`src/rtl/iob_rr_reg_arb_pkg.sv`:
```
// Shared types for the round-robin register arbiter.
// Holds the output-register occupancy encoding.
package iob_rr_reg_arb_pkg;

    typedef enum logic {
        ST_EMPTY = 1'b0,
        ST_FULL  = 1'b1
    } state_t;

endpackage

```
`src/rtl/iob_rr_prio.sv`:
```
// Rotating-priority encoder: first set request at or after i_ptr,
// found by scanning a doubled request vector whose low copy is masked.
module iob_rr_prio #(
    parameter int N_REQ = 4,
    localparam int ID_W = $clog2(N_REQ)
) (
    input  logic [N_REQ-1:0] i_req,
    input  logic [ID_W-1:0]  i_ptr,
    output logic [N_REQ-1:0] o_grant,
    output logic [ID_W-1:0]  o_grant_id,
    output logic             o_any
);

    logic [N_REQ-1:0]   w_mask;
    logic [2*N_REQ-1:0] w_dbl;
    logic               w_found;
    logic [ID_W-1:0]    w_idx;

    always_comb begin
        w_mask = '0;
        for (int i = 0; i < N_REQ; i++) begin
            w_mask[i] = (i >= int'(i_ptr));
        end
    end

    // Upper copy is unmasked so the search wraps past N_REQ-1.
    assign w_dbl = {i_req, i_req & w_mask};

    always_comb begin
        w_found = 1'b0;
        w_idx   = '0;
        for (int i = 0; i < 2*N_REQ; i++) begin
            if (!w_found && w_dbl[i]) begin
                w_found = 1'b1;
                w_idx   = ID_W'(i % N_REQ);
            end
        end
    end

    always_comb begin
        o_grant = '0;
        if (w_found) begin
            o_grant[w_idx] = 1'b1;
        end
    end

    assign o_grant_id = w_idx;
    assign o_any      = w_found;

endmodule

```
`src/rtl/iob_rr_reg_arb.sv`:
```
// Round-robin arbiter feeding one shared output register
// with a valid/ready handshake and back-to-back refill.
module iob_rr_reg_arb
    import iob_rr_reg_arb_pkg::*;
#(
    parameter int N_REQ  = 4,
    parameter int DATA_W = 32,
    localparam int ID_W  = $clog2(N_REQ)
) (
    input  logic                    clk_i,
    input  logic                    arst_i,
    input  logic                    cke_i,
    input  logic [N_REQ-1:0]        req_valid_i,
    input  logic [N_REQ*DATA_W-1:0] req_data_i,
    output logic [N_REQ-1:0]        req_ready_o,
    output logic                    out_valid_o,
    output logic [DATA_W-1:0]       out_data_o,
    output logic [ID_W-1:0]         out_id_o,
    input  logic                    out_ready_i
);

    state_t              r_state;
    state_t              w_state_nxt;
    logic [ID_W-1:0]     r_ptr;
    logic [ID_W-1:0]     w_ptr_nxt;
    logic [DATA_W-1:0]   r_data;
    logic [ID_W-1:0]     r_id;

    logic [N_REQ-1:0]    w_grant;
    logic [ID_W-1:0]     w_grant_id;
    logic                w_any;
    logic                w_pop;
    logic                w_can_load;
    logic                w_grant_en;
    logic [DATA_W-1:0]   w_mux;

    iob_rr_prio #(
        .N_REQ (N_REQ)
    ) u_prio (
        .i_req      (req_valid_i),
        .i_ptr      (r_ptr),
        .o_grant    (w_grant),
        .o_grant_id (w_grant_id),
        .o_any      (w_any)
    );

    assign w_pop      = cke_i && (r_state == ST_FULL) && out_ready_i;
    assign w_can_load = cke_i && ((r_state == ST_EMPTY) || w_pop);
    // Ready must stay low while reset is held, even though state reads EMPTY.
    assign w_grant_en = w_can_load && w_any && !arst_i;

    assign req_ready_o = w_grant_en ? w_grant : '0;

    always_comb begin
        w_mux = '0;
        for (int i = 0; i < N_REQ; i++) begin
            w_mux = w_mux
                  | (req_data_i[i*DATA_W +: DATA_W] & {DATA_W{w_grant[i]}});
        end
    end

    assign w_ptr_nxt = (w_grant_id == ID_W'(N_REQ - 1))
                     ? '0
                     : w_grant_id + 1'b1;

    always_comb begin
        w_state_nxt = r_state;
        case (r_state)
            ST_EMPTY: begin
                if (w_grant_en) begin
                    w_state_nxt = ST_FULL;
                end
            end
            ST_FULL: begin
                if (w_pop && !w_grant_en) begin
                    w_state_nxt = ST_EMPTY;
                end
            end
            default: w_state_nxt = ST_EMPTY;
        endcase
    end

    always_ff @(posedge clk_i or posedge arst_i) begin
        if (arst_i) begin
            r_state <= ST_EMPTY;
        end else if (cke_i) begin
            r_state <= w_state_nxt;
        end
    end

    always_ff @(posedge clk_i or posedge arst_i) begin
        if (arst_i) begin
            r_ptr  <= '0;
            r_data <= '0;
            r_id   <= '0;
        end else if (w_grant_en) begin
            r_ptr  <= w_ptr_nxt;
            r_data <= w_mux;
            r_id   <= w_grant_id;
        end
    end

    assign out_valid_o = (r_state == ST_FULL);
    assign out_data_o  = r_data;
    assign out_id_o    = r_id;

endmodule

```
`config.mk`:
```
export PLATFORM = sky130hd
export DESIGN_NAME = iob_rr_reg_arb
export DESIGN_NICKNAME = d
export VERILOG_FILES = /design/src/rtl/iob_rr_reg_arb_pkg.sv /design/src/rtl/iob_rr_prio.sv /design/src/rtl/iob_rr_reg_arb.sv
export SDC_FILE = /design/constraint.sdc
export NUM_CORES = 1
export LEC_CHECK = 0
export ABC_AREA = 0
export BUFFER_PORTS_ARGS = -buffer_cell sky130_fd_sc_hd__buf_2
export CAP_MARGIN = 40
export CORE_MARGIN = 2
export CORE_UTILIZATION = 35
export DETAILED_ROUTE_END_ITERATION = 10
export PLACE_DENSITY = 0.78
export SKIP_CTS_REPAIR_TIMING = 1
export SYNTH_ARGS = -nofsm -noshare
export SYNTH_HDL_FRONTEND = slang
export SYNTH_SLANG_ARGS = --single-unit
```
`constraint.sdc`:
```
create_clock -name clk_i -period 2.4 [get_ports clk_i]
set_input_delay 0.24 -clock clk_i [delete_from_list [all_inputs] [get_ports clk_i]]
set_output_delay 0.24 -clock clk_i [all_outputs]
set_load 0.01 [all_outputs]
```
-- Word-level counts from Yosys, hierarchy flattened
Cells that the tools add are included.
- flip-flop bits (word level): 37
- input port bits: 136
- output and inout bits: 39
- logic and storage cells: 67
- add/subtract/negate cells: 1
- $lt $le $gt $ge: 5
- equal/unequal tests: 1
- mux-type cells: 23
- bitwise logic cells: 9
- reduce and logical (&&, ||, !) cells: 24
- operators by type and width (kind ; number):
    $and A32 B32 Y32 ; 4
    $or A32 B32 Y32 ; 3
    $logic_and A1 B1 Y1 ; 14
    $mux W2 ; 7
    $mux W1 ; 12
    $logic_not A1 Y1 ; 9
    $mux W4 ; 2
    $and A4 B4 Y4 ; 1
    $ge A1 B2 Y1 const A ; 2
    $lt A2 B3 Y1 const B ; 1
    $add A2 B1 Y2 const B ; 1
    $demux W1 S2 ; 1
    $eq A2 B2 Y1 const B ; 1
    $ge A2 B1 Y1 const B ; 1
    $ge A2 B2 Y1 const A ; 1
    $pmux W1 S2 ; 1
    $logic_or A1 B1 Y1 ; 1
    $not A1 Y1 ; 1

-- Longest topological paths before layout
- depth in word-level cells: 33
- gate-level depth with buffers: 12
- mapped depth without buffers: 8

-- Cells and area by module
From an unflattened synthesis, not the netlist that was laid out.
- cells, all modules: 234
- area, all modules: 2313.5 um^2
- by module, submodules not included (module ; instances ; cells an instance ; area an instance (um^2) ; sequential area each (um^2)):
    iob_rr_reg_arb ; 1 ; 202 ; 2112.0 ; 925.9
    iob_rr_prio ; 1 ; 32 ; 201.4 ; 0.0

-- Worst setup path before layout
OpenSTA, ideal clock, no wires.
- path kind: input-to-output
- start point: in arst_i
- end point: out req_ready_o[0]
- arrival: 2.147 ns
- data required time: 2.160 ns
- path slack: 0.013 ns
- stages on the path: 5
- buffers on the path: 1
- cell sequence: inv_1 > o211ai_1 > nor2_2 > clkbuf_1 > and2_1
- cells in the longest elaborated chain, start to end: 3
- RTL lines (what ; RTL line ; text):
    from (decl) ; iob_rr_reg_arb.sv:11 ; input logic arst_i,
    $logic_not A1 Y1 (no source line) ; -- ;
    $logic_and A1 B1 Y1 ; iob_rr_reg_arb.sv:50 ; assign w_grant_en = w_can_load && w_any && !arst_i;
    $mux W4 ; iob_rr_reg_arb.sv:52 ; assign req_ready_o = w_grant_en ? w_grant : '0;
    to (decl) ; iob_rr_reg_arb.sv:15 ; output logic [N_REQ-1:0] req_ready_o,
No other way between the ends.

-- Final worst setup path
- start point: reg r_ptr[0]
- end point: out req_ready_o[3]
- cells in the longest elaborated chain, start to end: 30
- RTL lines (what ; RTL line ; text):
    from (decl) ; iob_rr_reg_arb.sv:24 ; logic [ID_W-1:0] r_ptr;
    from (signal assigned) ; iob_rr_reg_arb.sv:97 ; r_ptr <= w_ptr_nxt;
    $ge A1 B2 Y1 ; iob_rr_prio.sv:22 ; w_mask[i] = (i >= int'(i_ptr));
    $and A4 B4 Y4 (*) ; iob_rr_prio.sv:27 ; assign w_dbl = {i_req, i_req & w_mask};
    $mux W1 ; iob_rr_prio.sv:33 ; if (!w_found && w_dbl[i]) begin
    $logic_not A1 Y1 ; iob_rr_prio.sv:33 ;
    $logic_and A1 B1 Y1 ; iob_rr_prio.sv:33 ;
    $mux W1 ; iob_rr_prio.sv:33 ;
    $logic_not A1 Y1 ; iob_rr_prio.sv:33 ;
    $logic_and A1 B1 Y1 ; iob_rr_prio.sv:33 ;
    [14 not listed] ; -- ;
    $logic_and A1 B1 Y1 ; iob_rr_prio.sv:33 ;
    $mux W2 ; iob_rr_prio.sv:33 ;
    $lt A2 B3 Y1 (implied by the code) / $ge A2 B1 Y1 (equally long branches) ; iob_rr_prio.sv:43 ; o_grant[w_idx] = 1'b1;
    $logic_and A1 B1 Y1 (implied by the code) ; iob_rr_prio.sv:43 ;
    $mux W1 (implied by the code) ; iob_rr_prio.sv:43 ;
    $demux W1 S2 ; -- ;
    $mux W4 ; iob_rr_prio.sv:42 ; if (w_found) begin
    $mux W4 (*) ; iob_rr_reg_arb.sv:52 ;
Every way passes the cells marked *; elsewhere a longest branch is shown, timed or not.

==> flow_summary.yaml <==
yosys:
  synth_fa_ha_area_frac: 0.01190
  synth_compound_area_frac: 0.2951
  ys_top_cells_by_area: "dfrtp_1, a222oi_1, a31oi_1"
  synth.yosys.seq_area_share: 0.4402
  syn_avg_cell_area_um2: 8.800
  mappedNetlistArea_mm2: 0.002103
  syn_nets: 377
  syn-instance-count: 239
  synth_xor_area_frac: 0
  synth-simple-area-share: 0.1755
  synth_warnings: 0
  yosysTopAreaCell: "dfrtp_1"
  synth_top_cell_area_share: 0.4402
  synth_top_family_by_area: "compound AO/OA/AOI/OAI gates"
  synth.distinct_cells: 33
  synth.mux.area_fraction: 0.01547
  synth-seq-cells: 37
floorplanning:
  dieArea_mm2: 0.006646
  core-area_mm2: 0.005851
  io_pins: 175
  start_util: 0.3595
  die_x_um: 81.52
  die_y_um: 81.52
  rows: 28
layout:
  nets: 543
  final_cell_mix: "buf_2, nor2_1, dfrtp_1"
  area_growth_pct: 53.78
  fill_cells: 580
  diodes: 0
  drive_gt1_frac: 0.4951
  stdcell_count: 481
  final_common_cell: "buf_2"
place:
  dp.cells: 473
  portBuffers: 174
  dp.final_hpwl_mm: 5.627
  gp_congestion: 0.8136
power:
  vdd_drop_max_uv: 541.3
  p_seq_frac: 0.337
  p_comb_frac: 0.450
  power_density_mw_per_mm2: 917.9
  power_switching_mw: 1.085
  intPower_mw: 1.884
  p_leak_nw: 1.579
  clkPwrFrac: 0.213
  switching_share: 0.3654
critical_path:
  critPathSlowestCell: "dfrtp_2"
  cp-end-kind: "primary output"
  cp_data_required_time_ps: 2160
  startpoint_type: "register"
  critPathKind: "reg -> out"
  max_stage_delay_ps: 450
  startpoint: "r_ptr[0]"
  path_delay_family: "buffers and inverters"
  reg2reg_slack_ps: 280
  crit_cells: 8
  crit_end: "req_ready_o[3]"
  path_max_fanout: 33
  critPathBufInv: 4
  crit_top_cell: "inv_1"
  r2r-start: "r_ptr[1]"
  worstPathCellList: "inv_1 > o21ai_0 > a211o_2 > inv_1 > ha_2 > buf_12 > and2_1 > buf_2"
  rr_worst_depth: 9
  worstPathArrival_ps: 2070
  reg2reg_to: "out_data_o[28]"
cts:
  clockBufferDepth: 2
  numCtsBuffers: 5
  htreeDepth: 2
  cts_tree: "built"
  cts-root-buf: "clkbuf_8"
  cts_sinks: 37
  clkTransAtPathRegs_ps: 70
  clkLatencyLatePin_ps: 280
global_routing:
  overflow: 0
  grt_max_degree: 38
  gr-usage-all-layers: 0.2152
  antenna_found_initial: 0
  grt_pass1_wl_mm: 11.06
  grt_pass1_vias: 2395
drt:
  via_per_inst: 5.410
  vias: 2602
  dr.pass1.iters: 8
  ant_nets: 0
  wl_per_cell_um: 15.30
  wl_mm: 7.361
  drt_iter0_markers: 169
  drcViolationCount: 0
timing:
  fmax_mhz: 432.9
  min_period_ps: 2310
  fin_skew_ps: 5.248
  holdWs_ps: 112.3
  slew_violations: 0
  setup_tns_ps: 0
  hold_violations: 0
  max-slew-margin-rel: 0.6200
  timing.final.crit_share: 0.9624
  worstMarginPinSlew_ps: 564.8
  setup_viol: 0
status:
  outcome: "completed"
hold_path:
  hp-class: "in -> async"
flow_run:
  drv_cap: 0
routing by layer:
| metal | wire, um | track usage |
|---|---|---|
| met1 | 2888 | 0.2653 |
| met3 | 625 | 0.04945 |
| met4 | 44 | 0.05932 |
| met5 | 0 | 0 |
| met2 | 3803 | 0.3762 |
stage by stage:
step	instance area, um2	worst slack [ps]	utilization	total power [mW]
floorplan	2103	12.70	-	1.775
global placement	3035	304.3	0.5188	2.269
detailed placement	3090	231.3	0.5282	2.341
CTS	3224	18.87	0.5511	2.986
global route	3234	-4.301	0.5528	3.185
finish	3234	90.25	0.5528	2.969
worst min-delay path by stage:
stage | end | depth (start not counted) | slack [ps]
floorplan | out_data_o[17] | 2 | 380
global placement | out_data_o[24] | 3 | 440
detailed placement | out_data_o[15] | 3 | 450
CTS | out_data_o[19] | 3 | 130
global route | out_data_o[9] | 3 | 170
finish | out_data_o[22] | 3 | 110
registers in the layout, summed over array words and instances, names as in the netlist:
register	flops
out_data_o	32
out_valid_o	1
out_id_o	2
r_ptr	2
worst reg2reg max path: stages (launching register included):
cell and delay (ps):
dfrtp_2 460, mux2i_1 200, o22ai_1 140, nor2_1 190
inv_1 60, ha_1 230, buf_12 170, a22o_1 220
a211oi_1 180, o21ai_0 140
cells by family after synthesis:
family,Yosys count
mux,3
simple gates,86
compound gates,82
flops,37
fa+ha+maj,2
buf+inv,29
power by group through the flow:
stage               combinational [mW]  sequential [mW]  clock [mW]
floorplan                        0.698             1.08           0
CTS                               1.34            0.997       0.653
global route                      1.48             1.03       0.678
global placement                  1.27            0.997           0
detailed placement                1.33             1.01           0
finish                            1.34             1.00       0.632
final cells by class:
type	count	area, um2	share of cell area
multi-input combinational	173	1060	0.3277
timing repair buffer	182	996.0	0.3079
sequential	37	928.4	0.2870
tap	75	93.84	0.02901
clock buffer	5	68.82	0.02128
clock inverter	3	65.06	0.02012
inverter	6	22.52	0.006963
cells in the mapped netlist, drive strengths merged:
| cell type | n |
|---|---|
| dfrtp | 37 |
| nor2 | 36 |
| nand2 | 33 |
| a222oi | 27 |
| a31oi | 27 |
| clkbuf | 13 |
| buf | 10 |
| o21ai | 10 |
| inv | 6 |
| nand3 | 6 |
| a211oi | 5 |
| a22o | 5 |
| a21oi | 4 |
| nor2b | 3 |
| and2 | 2 |
| ha | 2 |
| mux2 | 2 |
| a211o | 1 |
| a21o | 1 |
| and3 | 1 |
| mux2i | 1 |
| nor3 | 1 |
| nor3b | 1 |
| nor4 | 1 |
| o211ai | 1 |
| o22ai | 1 |
| or2 | 1 |
| or2b | 1 |
Power figures use the tool's default switching activity.
